`src/rtl/fetch_unit.sv`:
```
// fetch_unit -- instruction-fetch stage, writer side of the IF/ID register.
//
// Owns the PC, runs the instruction-memory request/response handshake and
// presents {pc, pc+2, instr, halt} with a write enable to the IF/ID d-side.
// Handles hazard stalls (response parked in a hold buffer), redirects from
// later stages (a NOP bubble is written, and a stale response is dropped),
// and HALT (fetch stops until a redirect or reset).
//
// Ports:
//   clk, rst (async, active-low)
//   stall, redirect, redirect_pc            control from hazard/branch logic
//   imem_req, imem_addr, imem_rdata,
//   imem_valid                              instruction-memory handshake
//   ifid_wen, ifid_pc_out, ifid_pc_inc,
//   ifid_instr, ifid_halt                   IF/ID write port
//   halted                                  fetch stopped on HALT
//
// Optional feature, macro FETCH_PERF_EN: adds saturating counters
//   perf_fetched (real instructions written) and perf_stall (stall cycles
//   seen in FETCH or HOLD).
module fetch_unit #(
   parameter logic [15:0] RESET_PC    = 16'h0000,
   parameter logic [3:0]  HALT_OPCODE = 4'hF,
   parameter logic [15:0] NOP_INSTR   = 16'hA000
) (
   input  logic        clk,
   input  logic        rst,
   input  logic        stall,
   input  logic        redirect,
   input  logic [15:0] redirect_pc,
   output logic        imem_req,
   output logic [15:0] imem_addr,
   input  logic [15:0] imem_rdata,
   input  logic        imem_valid,
   output logic        ifid_wen,
   output logic [15:0] ifid_pc_out,
   output logic [15:0] ifid_pc_inc,
   output logic [15:0] ifid_instr,
   output logic        ifid_halt,
`ifdef FETCH_PERF_EN
   output logic [15:0] perf_fetched,
   output logic [15:0] perf_stall,
`endif
   output logic        halted
);

   typedef enum logic [1:0] {FETCH, HOLD, DISCARD, HALTED} state_t;

   state_t      state, state_nx;
   logic [15:0] pc, pc_nx;
   logic [15:0] hold_instr, hold_instr_nx;
   logic [15:0] hold_pc, hold_pc_nx;

   always_comb begin
      state_nx      = state;
      pc_nx         = pc;
      hold_instr_nx = hold_instr;
      hold_pc_nx    = hold_pc;
      imem_req      = (state == FETCH);
      imem_addr     = pc;
      ifid_wen      = 1'b0;
      ifid_pc_out   = 16'h0000;
      ifid_pc_inc   = 16'h0000;
      ifid_instr    = 16'h0000;
      ifid_halt     = 1'b0;
      halted        = (state == HALTED);

      if (redirect) begin
         pc_nx       = redirect_pc;
         ifid_wen    = 1'b1;
         ifid_pc_out = redirect_pc;
         ifid_pc_inc = redirect_pc;
         ifid_instr  = NOP_INSTR;
         // A request still in flight must have its response swallowed.
         if ((state == FETCH || state == DISCARD) && !imem_valid)
            state_nx = DISCARD;
         else
            state_nx = FETCH;
      end else begin
         case (state)
            FETCH: begin
               ifid_pc_out = pc;
               ifid_pc_inc = pc + 16'd2;
               ifid_instr  = imem_rdata;
               if (imem_valid) begin
                  if (!stall) begin
                     ifid_wen  = 1'b1;
                     ifid_halt = (imem_rdata[15:12] == HALT_OPCODE);
                     if (ifid_halt) state_nx = HALTED;
                     else           pc_nx    = pc + 16'd2;
                  end else begin
                     // Memory pulses valid once; park the word until IF/ID frees up.
                     hold_instr_nx = imem_rdata;
                     hold_pc_nx    = pc;
                     state_nx      = HOLD;
                  end
               end
            end
            HOLD: begin
               ifid_pc_out = hold_pc;
               ifid_pc_inc = hold_pc + 16'd2;
               ifid_instr  = hold_instr;
               if (!stall) begin
                  ifid_wen  = 1'b1;
                  ifid_halt = (hold_instr[15:12] == HALT_OPCODE);
                  if (ifid_halt) begin
                     state_nx = HALTED;
                  end else begin
                     pc_nx    = hold_pc + 16'd2;
                     state_nx = FETCH;
                  end
               end
            end
            DISCARD: begin
               if (imem_valid) state_nx = FETCH;
            end
            default: ; // HALTED: wait for redirect or reset
         endcase
      end

      if (!rst) begin
         imem_req    = 1'b0;
         imem_addr   = 16'h0000;
         ifid_wen    = 1'b0;
         ifid_pc_out = 16'h0000;
         ifid_pc_inc = 16'h0000;
         ifid_instr  = 16'h0000;
         ifid_halt   = 1'b0;
         halted      = 1'b0;
      end
   end

   always_ff @(posedge clk or negedge rst) begin
      if (!rst) begin
         state      <= FETCH;
         pc         <= RESET_PC;
         hold_instr <= 16'h0000;
         hold_pc    <= 16'h0000;
      end else begin
         state      <= state_nx;
         pc         <= pc_nx;
         hold_instr <= hold_instr_nx;
         hold_pc    <= hold_pc_nx;
      end
   end

`ifdef FETCH_PERF_EN
   logic fetched_inc, stall_inc;
   assign fetched_inc = ifid_wen && !redirect && (ifid_instr != NOP_INSTR);
   assign stall_inc   = stall && (state == FETCH || state == HOLD);

   always_ff @(posedge clk or negedge rst) begin
      if (!rst) begin
         perf_fetched <= 16'h0000;
         perf_stall   <= 16'h0000;
      end else begin
         if (fetched_inc && perf_fetched != 16'hFFFF) perf_fetched <= perf_fetched + 16'd1;
         if (stall_inc   && perf_stall   != 16'hFFFF) perf_stall   <= perf_stall + 16'd1;
      end
   end
`endif

endmodule

```
`config.mk`:
```
export PLATFORM = sky130hd
export DESIGN_NAME = fetch_unit
export DESIGN_NICKNAME = d
export VERILOG_FILES = /design/src/rtl/fetch_unit.sv
export SDC_FILE = /design/constraint.sdc
export NUM_CORES = 1
export LEC_CHECK = 0
export ABC_AREA = 1
export CELL_PAD_IN_SITES_DETAIL_PLACEMENT = 0
export CELL_PAD_IN_SITES_GLOBAL_PLACEMENT = 1
export CORE_MARGIN = 2
export CORE_UTILIZATION = 37
export DETAILED_ROUTE_END_ITERATION = 10
export GPL_ROUTABILITY_DRIVEN = 0
export PLACE_DENSITY_LB_ADDON = 0.1
export SLEW_MARGIN = 20
export SYNTH_ARGS = -nofsm -noshare
export SYNTH_HDL_FRONTEND = slang
export SYNTH_SLANG_ARGS = --single-unit
```
`constraint.sdc`:
```
create_clock -name clk -period 3.4 [get_ports clk]
set_input_delay 0.51 -clock clk [delete_from_list [all_inputs] [get_ports clk]]
set_output_delay 0.51 -clock clk [all_outputs]
set_load 0.01 [all_outputs]
```
==> impl_metrics.yaml, run 1 <==
logic_synthesis:
  syn_nets: 665
  synth.top_cell.area_share: 0.315
  yosys.area.top_type: "dfrtp_1"
  synth_area_leaders: "dfrtp_1 (31%), nand2_1 (17%), nand3_1 (8.8%)"
  synth_flop_cell: "dfrtp_1"
  synth_edf_count: 0
  synthDistinctLibCells: 31
  yosysSeqAreaShare: 0.315
  yosysMostFrequentCell: "nand2_1"
  yosys_warnings: 0
  ys_seq_elements: 50
  synth_async_sr_flop_share: 1.00
  netlist_instances: 622
  avgSynthCellArea_sq_um: 6.39
  synth_commonest_cells: "nand2_1 (182), inv_1 (73), nand3_1 (70), nor2_1 (66), dfrtp_1 (50)"
  syn_area_sq_um: 3980
power_and_ir_drop:
  ir_worst_vdd_mv: 0.352
  power.share.clock: 0.104
  combPwrFrac: 0.560
  leakagePower_nw: 2.54
  power.density_nw_per_um2: 726
  swShare: 0.482
  seqPwrFrac: 0.336
  total_power_mw: 3.79
  internal_power_mw: 1.97
  p_sw_mw: 1.83
drt:
  first_pass_iters: 4
  drc: 0
  ant_nets: 0
  dr_total_vias: 4299
  drt_iter0_drc: 221
  via_per_inst: 5.08
  drt_wl_total_mm: 12.3
  drt-wirelength-per-cell_um: 14.5
finish:
  antennaDiodeCount: 0
  utilization: 0.504
  drive_above_1_share: 0.0690
  syn_to_final_growth_pct: 31.3
  stdcell_count: 846
  seqCellArea_sq_um: 1250
  multi_input_area_sq_um: 2280
  fin_nets: 752
  fillers: 1059
clocking:
  ctsHoldBuffers: 0
  postCtsSetupBuffers: 0
  ctsHtreeMaxLevel: 2
  cts.path.max_buffers: 2
  cts_buffers: 5
  post_cts_resize_count: 0
  cts.sinks: 50
  clk_latency_ps: 330
  clkTransAtPathRegs_ps: 110
  tritoncts: "yes"
  root_buffer: "clkbuf_8"
worst_setup_path:
  required_ps: 2890
  critPathArrivalTime_ps: 2580
  crit_path_start_kind: "flip-flop"
  crit_fanout: 8
  crit_path_end_kind: "output pin"
  criticalPathCategory: "reg2out"
die:
  start_util: 0.384
  die_h_um: 108
  io_pins: 105
  die_x_um: 108
  core_sq_um: 10400
  row_count: 37
  dieArea_sq_um: 11600
sta:
  setup-tns-final_ps: 0
  relSlewSlack: 0.639
  tightest_slew_ps: 540
  finClkSkew_ps: 16.1
  whs_ps: 261
  final-setup-viol-count: 0
  drv_slew: 0
  fin_crit_ps: 3090
  rsz0062_at_grt: "false"
  fin_crit_sh: 0.909
  hold_viol: 0
  max_freq_mhz: 323
global_routing:
  grt_pass1_vias: 4011
  grt_start_max_net_pins: 47
  overflow: 0
  antenna_found_initial: 0
  grt_pass1_wl_mm: 20.2
  grtUsageTotal: 0.218
outcome:
  run_status: "completed"
flow_run:
  cap_violations: 0
min_path:
  hp-class: "in2async"
placement:
  dp_cells: 838
  port_buffers: 104
  dp_hpwl_mm: 8.90
==> sequential cells by signal, indices dropped and copies added, names as in the netlist <==
signal	count
pc	16
state	2
hold_instr	16
hold_pc	16
==> final cells by class <==
| cell class | count | area share |
|---|---|---|
| multi-input combinational | 459 | 0.436 |
| inverter | 76 | 0.0546 |
| timing repair buffer | 117 | 0.219 |
| sequential | 50 | 0.240 |
| tap | 136 | 0.0326 |
| clock inverter | 3 | 0.00503 |
| clock buffer | 5 | 0.0132 |
==> final timing paths <==
kind                               start              end  slack (ps)  cells after the start
hold reg to reg            hold_instr[5]    hold_instr[5]         520                      1
setup reg to reg                state[0]            pc[9]        1080                     12
setup / recovery                   pc[1]  ifid_pc_inc[15]         310                     10
max in group asynchronous            rst            pc[9]        2840                      2
hold / removal                       rst            pc[6]         260                      2
min in group clk           hold_instr[5]    hold_instr[5]         520                      1
==> cells by family (layout without fill, tap and decap cells) <==
kind of cell / Yosys count / after routing / synth area share
buffers and inverters: 113 / 201 / 0.113
and+or+nand+nor: 350 / 350 / 0.370
muxes: 18 / 18 / 0.0510
AOI/OAI and AO/OA: 79 / 79 / 0.120
DFF: 50 / 50 / 0.315
xor gates and xnor gates: 6 / 6 / 0.0132
adders and majority gates: 6 / 6 / 0.0189
==> power by group through the flow <==
stage	logic [mW]	registers [mW]	clock network, mW
after floorplan	1.48	1.11	0
after global placement	2.11	1.26	0
after detailed placement	2.13	1.28	0
after CTS	2.14	1.27	0.410
after global routing	2.40	1.33	0.435
final	2.12	1.28	0.396
==> metrics by stage <==
stage / instance area, sq um / setup WS, ps
final: 5220 / 308
after global routing: 5220 / 69.6
after CTS: 5220 / 263
after floorplan: 3980 / 1380
after global placement: 5130 / 514
after detailed placement: 5130 / 471
==> critical path, cell delays in order, from the launching register on <==
cell             delay, ps
dfrtp_1                510
ha_1                   240
nand3_1                220
nor2_2                 320
nand3_1                110
nand2_1                 90
nand3_1                 60
nand3_1                 70
nand2_1                 50
inv_1                   50
clkdlybuf4s50_1        550
==> placed cells by master (no fill, tap or decap), types with 2 or more instances in the layout <==
cell type and count:
nand2_1 182, a221oi_1 15, o21ai_0 26, o21ai_1 2, nand4_1 9, o22ai_1 3
nor3_1 17, xor2_1 6, ha_1 6, clkdlybuf4s50_1 103, nor2_1 66, inv_2 3
nand3_1 70, dfrtp_1 50, o211ai_1 3, a21oi_1 25, inv_6 3, nor2_2 2
mux2_2 18, clkbuf_8 5, buf_4 12, inv_1 73
==> metal layers <==
layer	track usage	vias to the layer above	routed length, um
met2	0.352	108	5680
met3	0.0393	8	706
li1	-	2191	-
met5	0	-	0
met4	0.0504	0	106
met1	0.302	1992	5790
Note: power is estimated with default switching activity, not from simulation.
==> run 2, diff against run 1 <==
--- a/config.mk
+++ b/config.mk
@@ -12,6 +12,7 @@
 export CORE_UTILIZATION = 37
 export DETAILED_ROUTE_END_ITERATION = 10
 export GPL_ROUTABILITY_DRIVEN = 0
+export MAX_ROUTING_LAYER = met4
 export PLACE_DENSITY_LB_ADDON = 0.1
 export SLEW_MARGIN = 20
 export SYNTH_ARGS = -nofsm -noshare
==> run 2 against run 1 <==
  * Non-clock buffer count unchanged
  * Sequential share of layout area stayed put
  * Final area unchanged
  * Wire length is 0.41% higher
  * Worst hold slack better by 2.0 ps
  * Largest cell class unchanged
  * Count of clock-buffer cells in the layout did not move
  * Largest power group unchanged
  * Setup slack got worse by 37 ps
  * Clock skew decreased by 5.6 ps
  * Critical path depth did not move
  * Cell count unchanged
==> impl_metrics.yaml, run 2 (same netlist as run 1, synthesis figures left out) <==
min_path:
  hp-class: "in2async"
clocking:
  post_cts_resize_count: 0
  cts.path.max_buffers: 2
  clkTransAtPathRegs_ps: 110
  cts.sinks: 50
  postCtsSetupBuffers: 0
  clk_latency_ps: 320
  tritoncts: "yes"
  ctsHtreeMaxLevel: 2
  cts_buffers: 5
  root_buffer: "clkbuf_8"
  ctsHoldBuffers: 0
die:
  core_sq_um: 10400
  row_count: 37
  io_pins: 105
  start_util: 0.384
  die_h_um: 108
  die_x_um: 108
  dieArea_sq_um: 11600
placement:
  dp_cells: 838
  dp_hpwl_mm: 8.90
  placed_area_sq_um: 5130
  port_buffers: 104
worst_setup_path:
  cpMostUsedCell: "nand3_1"
  crit_fanout: 8
  criticalPathCategory: "reg2out"
  critPathArrivalTime_ps: 2620
  required_ps: 2890
  crit_path_end_kind: "output pin"
  critPathBufInv: 2
  critPathTopFamily: "simple AND/OR/NAND/NOR gates"
  cp_slowest_cell: "clkdlybuf4s50_1"
  crit_path_start_kind: "flip-flop"
  slowest_delay_ps: 550
  path_cells: "ha_1, nand3_1, nor2_2, nand3_1, nand2_1, nand3_1, nand3_1, nand2_1, inv_1, clkdlybuf4s50_1"
drt:
  drt_iter0_drc: 222
  drt_wl_total_mm: 12.3
  drt-wirelength-per-cell_um: 14.6
  first_pass_iters: 5
  ant_nets: 0
  via_per_inst: 5.04
  dr_total_vias: 4265
  drc: 0
power_and_ir_drop:
  p_sw_mw: 1.84
  ir_worst_vdd_mv: 0.355
  leakagePower_nw: 2.54
  internal_power_mw: 1.97
  swShare: 0.483
  seqPwrFrac: 0.336
  combPwrFrac: 0.560
  power.density_nw_per_um2: 728
  power.share.clock: 0.104
  total_power_mw: 3.80
flow_run:
  cap_violations: 0
finish:
  utilization: 0.504
  syn_to_final_growth_pct: 31.3
  fin_nets: 752
  reg_top3: "hold_instr x16, hold_pc x16, pc x16"
  layout_commonest_cell: "nand2_1"
  final_cell_mix: "nand2_1 (182), clkdlybuf4s50_1 (103), inv_1 (73), nand3_1 (70), nor2_1 (66)"
  drive_above_1_share: 0.0690
  antennaDiodeCount: 0
  stdcell_count: 846
  fin_area_sq_um: 5220
global_routing:
  antenna_found_initial: 0
  grt_start_max_net_pins: 47
  overflow: 0
  grt_pass1_vias: 4008
  grt-busiest-layer: "met2"
  use_met3: 0.0327
  groute.layer.met1.usage: 0.308
  grt_pass1_wl_mm: 20.2
  grtUsageTotal: 0.224
  gr-usage-met2: 0.350
sta:
  drv_slew: 0
  rsz0062_at_grt: "false"
  tightest_slew_ps: 540
  setup-tns-final_ps: 0
  final-setup-viol-count: 0
  max_freq_mhz: 320
  fin_crit_sh: 0.920
  fin_crit_ps: 3130
  relSlewSlack: 0.639
  finClkSkew_ps: 10.5
  hold_viol: 0
outcome:
  run_status: "completed"
run 2: area by class of cell:
| type | instances | area [sq um] |
|---|---|---|
| fillers | 1059 | 5150 |
| multi-input cells | 459 | 2280 |
| flip-flops and latches | 50 | 1250 |
| repair buffers | 117 | 1150 |
| inverters | 76 | 285 |
| well taps | 136 | 170 |
| clock buffers | 5 | 68.8 |
| clock inverters | 3 | 26.3 |
run 2: per-layer routing:
layer,vias up,share of wire
met5,-,0
li1,2186,-
met2,120,0.46
met3,9,0.055
met4,0,0.0096
met1,1950,0.48
run 2: final timing paths:
check / start / endpoint / slack (ps) / depth (start not counted)
max in group asynchronous: rst / pc[9] / 2830 / 2
min: rst / pc[6] / 260 / 2
max: pc[1] / ifid_pc_inc[15] / 270 / 10
min reg2reg: hold_instr[5] / hold_instr[5] / 520 / 1
max reg2reg: state[0] / pc[9] / 1080 / 12
min in group clk: hold_instr[5] / hold_instr[5] / 520 / 1
run 2: stage by stage:
stage          setup WS (ps)  hold slack [ps]
2_1_floorplan           1380              214
3_3_place_gp             514              488
3_5_place_dp             471              497
4_1_cts                  263              267
5_1_grt                 58.8              272
6_report                 271              263
run 2: power by group through the flow:
stage / clock (mW) / combinational [mW] / sequential (mW)
after floorplan: 0 / 1.48 / 1.11
after global placement: 0 / 2.11 / 1.26
after detailed placement: 0 / 2.13 / 1.28
after CTS: 0.410 / 2.14 / 1.27
after global routing: 0.434 / 2.40 / 1.33
final: 0.396 / 2.13 / 1.28
==> run 3, diff against run 2 <==
--- a/config.mk
+++ b/config.mk
@@ -13,7 +13,7 @@
 export DETAILED_ROUTE_END_ITERATION = 10
 export GPL_ROUTABILITY_DRIVEN = 0
 export MAX_ROUTING_LAYER = met4
-export PLACE_DENSITY_LB_ADDON = 0.1
+export PLACE_DENSITY = 0.85
 export SLEW_MARGIN = 20
 export SYNTH_ARGS = -nofsm -noshare
 export SYNTH_HDL_FRONTEND = slang
==> run 3 against run 2 <==
  * Register-to-register slack improved by 90 ps
  * Total power hardly changed
  * Sequential share of layout area about the same
  * Count of clock-buffer cells in the layout unchanged
  * Fmax up 1.6%
  * Critical path depth did not move
  * Combinational power is 2% lower
  * Largest cell class unchanged
==> impl_metrics.yaml, run 3 (same netlist as run 1, synthesis figures left out) <==
power_and_ir_drop:
  ir_worst_vdd_mv: 0.386
  power.density_nw_per_um2: 727
  leakagePower_nw: 2.53
clocking:
  ctsHoldBuffers: 0
  root_buffer: "clkbuf_8"
  clkTransAtPathRegs_ps: 100
  tritoncts: "yes"
  postCtsSetupBuffers: 0
  clk_latency_ps: 310
  ctsHtreeMaxLevel: 2
  cts.sinks: 50
  post_cts_resize_count: 0
  cts.path.max_buffers: 2
  cts_buffers: 5
flow_run:
  cap_violations: 0
drt:
  drt_iter0_drc: 240
  wl_met1_mm: 5.61
  drt-wirelength-per-cell_um: 14.2
  ant_nets: 0
  via_per_inst: 5.12
  topRoutingLayerUsed: "met4"
  route.met3.wl_um: 719
  drc: 0
  first_pass_iters: 5
  met2WireLength_mm: 5.50
  dr_total_vias: 4303
  drt_wl_total_mm: 11.9
sta:
  layout_setup_ws_ps: 320
  final-setup-viol-count: 0
  fin_crit_sh: 0.906
  finClkSkew_ps: 5.19
  setup-tns-final_ps: 0
  relSlewSlack: 0.317
  max_freq_mhz: 325
  fin_crit_ps: 3080
  tightest_slew_ps: 1020
  rsz0062_at_grt: "false"
  hold_viol: 0
  drv_slew: 0
worst_setup_path:
  criticalPathCategory: "reg2out"
  cp-startpoint: "pc[1]"
  crit_fanout: 8
  r2r_start: "state[0]"
  crit_path_end_kind: "output pin"
  crit_path_start_kind: "flip-flop"
  critPathArrivalTime_ps: 2570
  ff2ff_setup_slack_ps: 1170
  required_ps: 2890
finish:
  drive_above_1_share: 0.0624
  seqCellArea_sq_um: 1250
  fillers: 1067
  layout_commonest_cell: "nand2_1"
  syn_to_final_growth_pct: 31.4
  antennaDiodeCount: 0
  fin_nets: 747
  reg_top3: "hold_instr x16, hold_pc x16, pc x16"
  stdcell_count: 841
  final_cell_mix: "nand2_1 (182), clkdlybuf4s50_1 (103), inv_1 (73), nand3_1 (70), nor2_1 (66)"
  multi_input_area_sq_um: 2280
die:
  start_util: 0.384
  core_sq_um: 10400
  dieArea_sq_um: 11600
  io_pins: 105
  die_x_um: 108
  row_count: 37
  die_h_um: 108
placement:
  pre_cts_slack_ps: 493
  port_buffers: 104
  dp_hpwl_mm: 8.34
  dp_cells: 833
outcome:
  run_status: "completed"
min_path:
  hp-class: "in2async"
global_routing:
  grt_pass1_wl_mm: 19.7
  antenna_found_initial: 0
  overflow: 0
  grt_pass1_vias: 4090
  grt_start_max_net_pins: 74
  grtUsageTotal: 0.215
run 3: cell types whose count changed in the layout (fill, tap and decap cells not counted), sizes merged:
cell    change
buf         -5
inv         -3
clkinv      +2
bufinv      +1
run 3: metal layers:
layer	global-route usage	vias up
li1	-	2177
met2	0.350	118
met4	0.0449	0
met5	-	-
met1	0.280	1994
met3	0.0418	14
run 3: layout make-up:
type / instances / area share
multi-input combinational: 459 / 0.436
sequential: 50 / 0.239
timing repair buffer: 112 / 0.217
inverter: 76 / 0.0546
tap: 136 / 0.0326
clock buffer: 5 / 0.0132
clock inverter: 3 / 0.00766
run 3: stage by stage:
stage	cell area (sq um)	hold WS [ps]	total power [mW]	util
CTS	5230	235	3.82	0.504
detailed placement	5120	499	3.37	0.493
finish	5230	215	3.80	0.504
global placement	5120	489	3.33	0.493
floorplan	3980	214	2.60	-
global route	5230	241	4.17	0.504
run 3: worst paths after layout:
check	to	cells past startpoint
worst max-delay path	ifid_pc_inc[15]	10
worst min register to register	hold_instr[9]	1
min in group clk	hold_instr[9]	1
worst max register to register	pc[10]	13
max in group asynchronous	hold_instr[1]	2
worst min-delay path	pc[5]	2
run 3: critical path, cell delays in order (launching register included):
cell,delay (ps)
dfrtp_1,500
ha_1,240
nand3_1,220
nor2_2,300
nand3_1,110
nand2_1,90
nand3_1,60
nand3_1,80
nand2_1,50
inv_1,50
clkdlybuf4s50_1,550
run 3: report_power, final:
group          internal [mW]  switching, mW  leakage (nW)
Sequential             0.888          0.384         0.610
Combinational          0.907           1.19          1.87
Clock                  0.217          0.218        0.0579
Total                   2.01           1.79          2.53
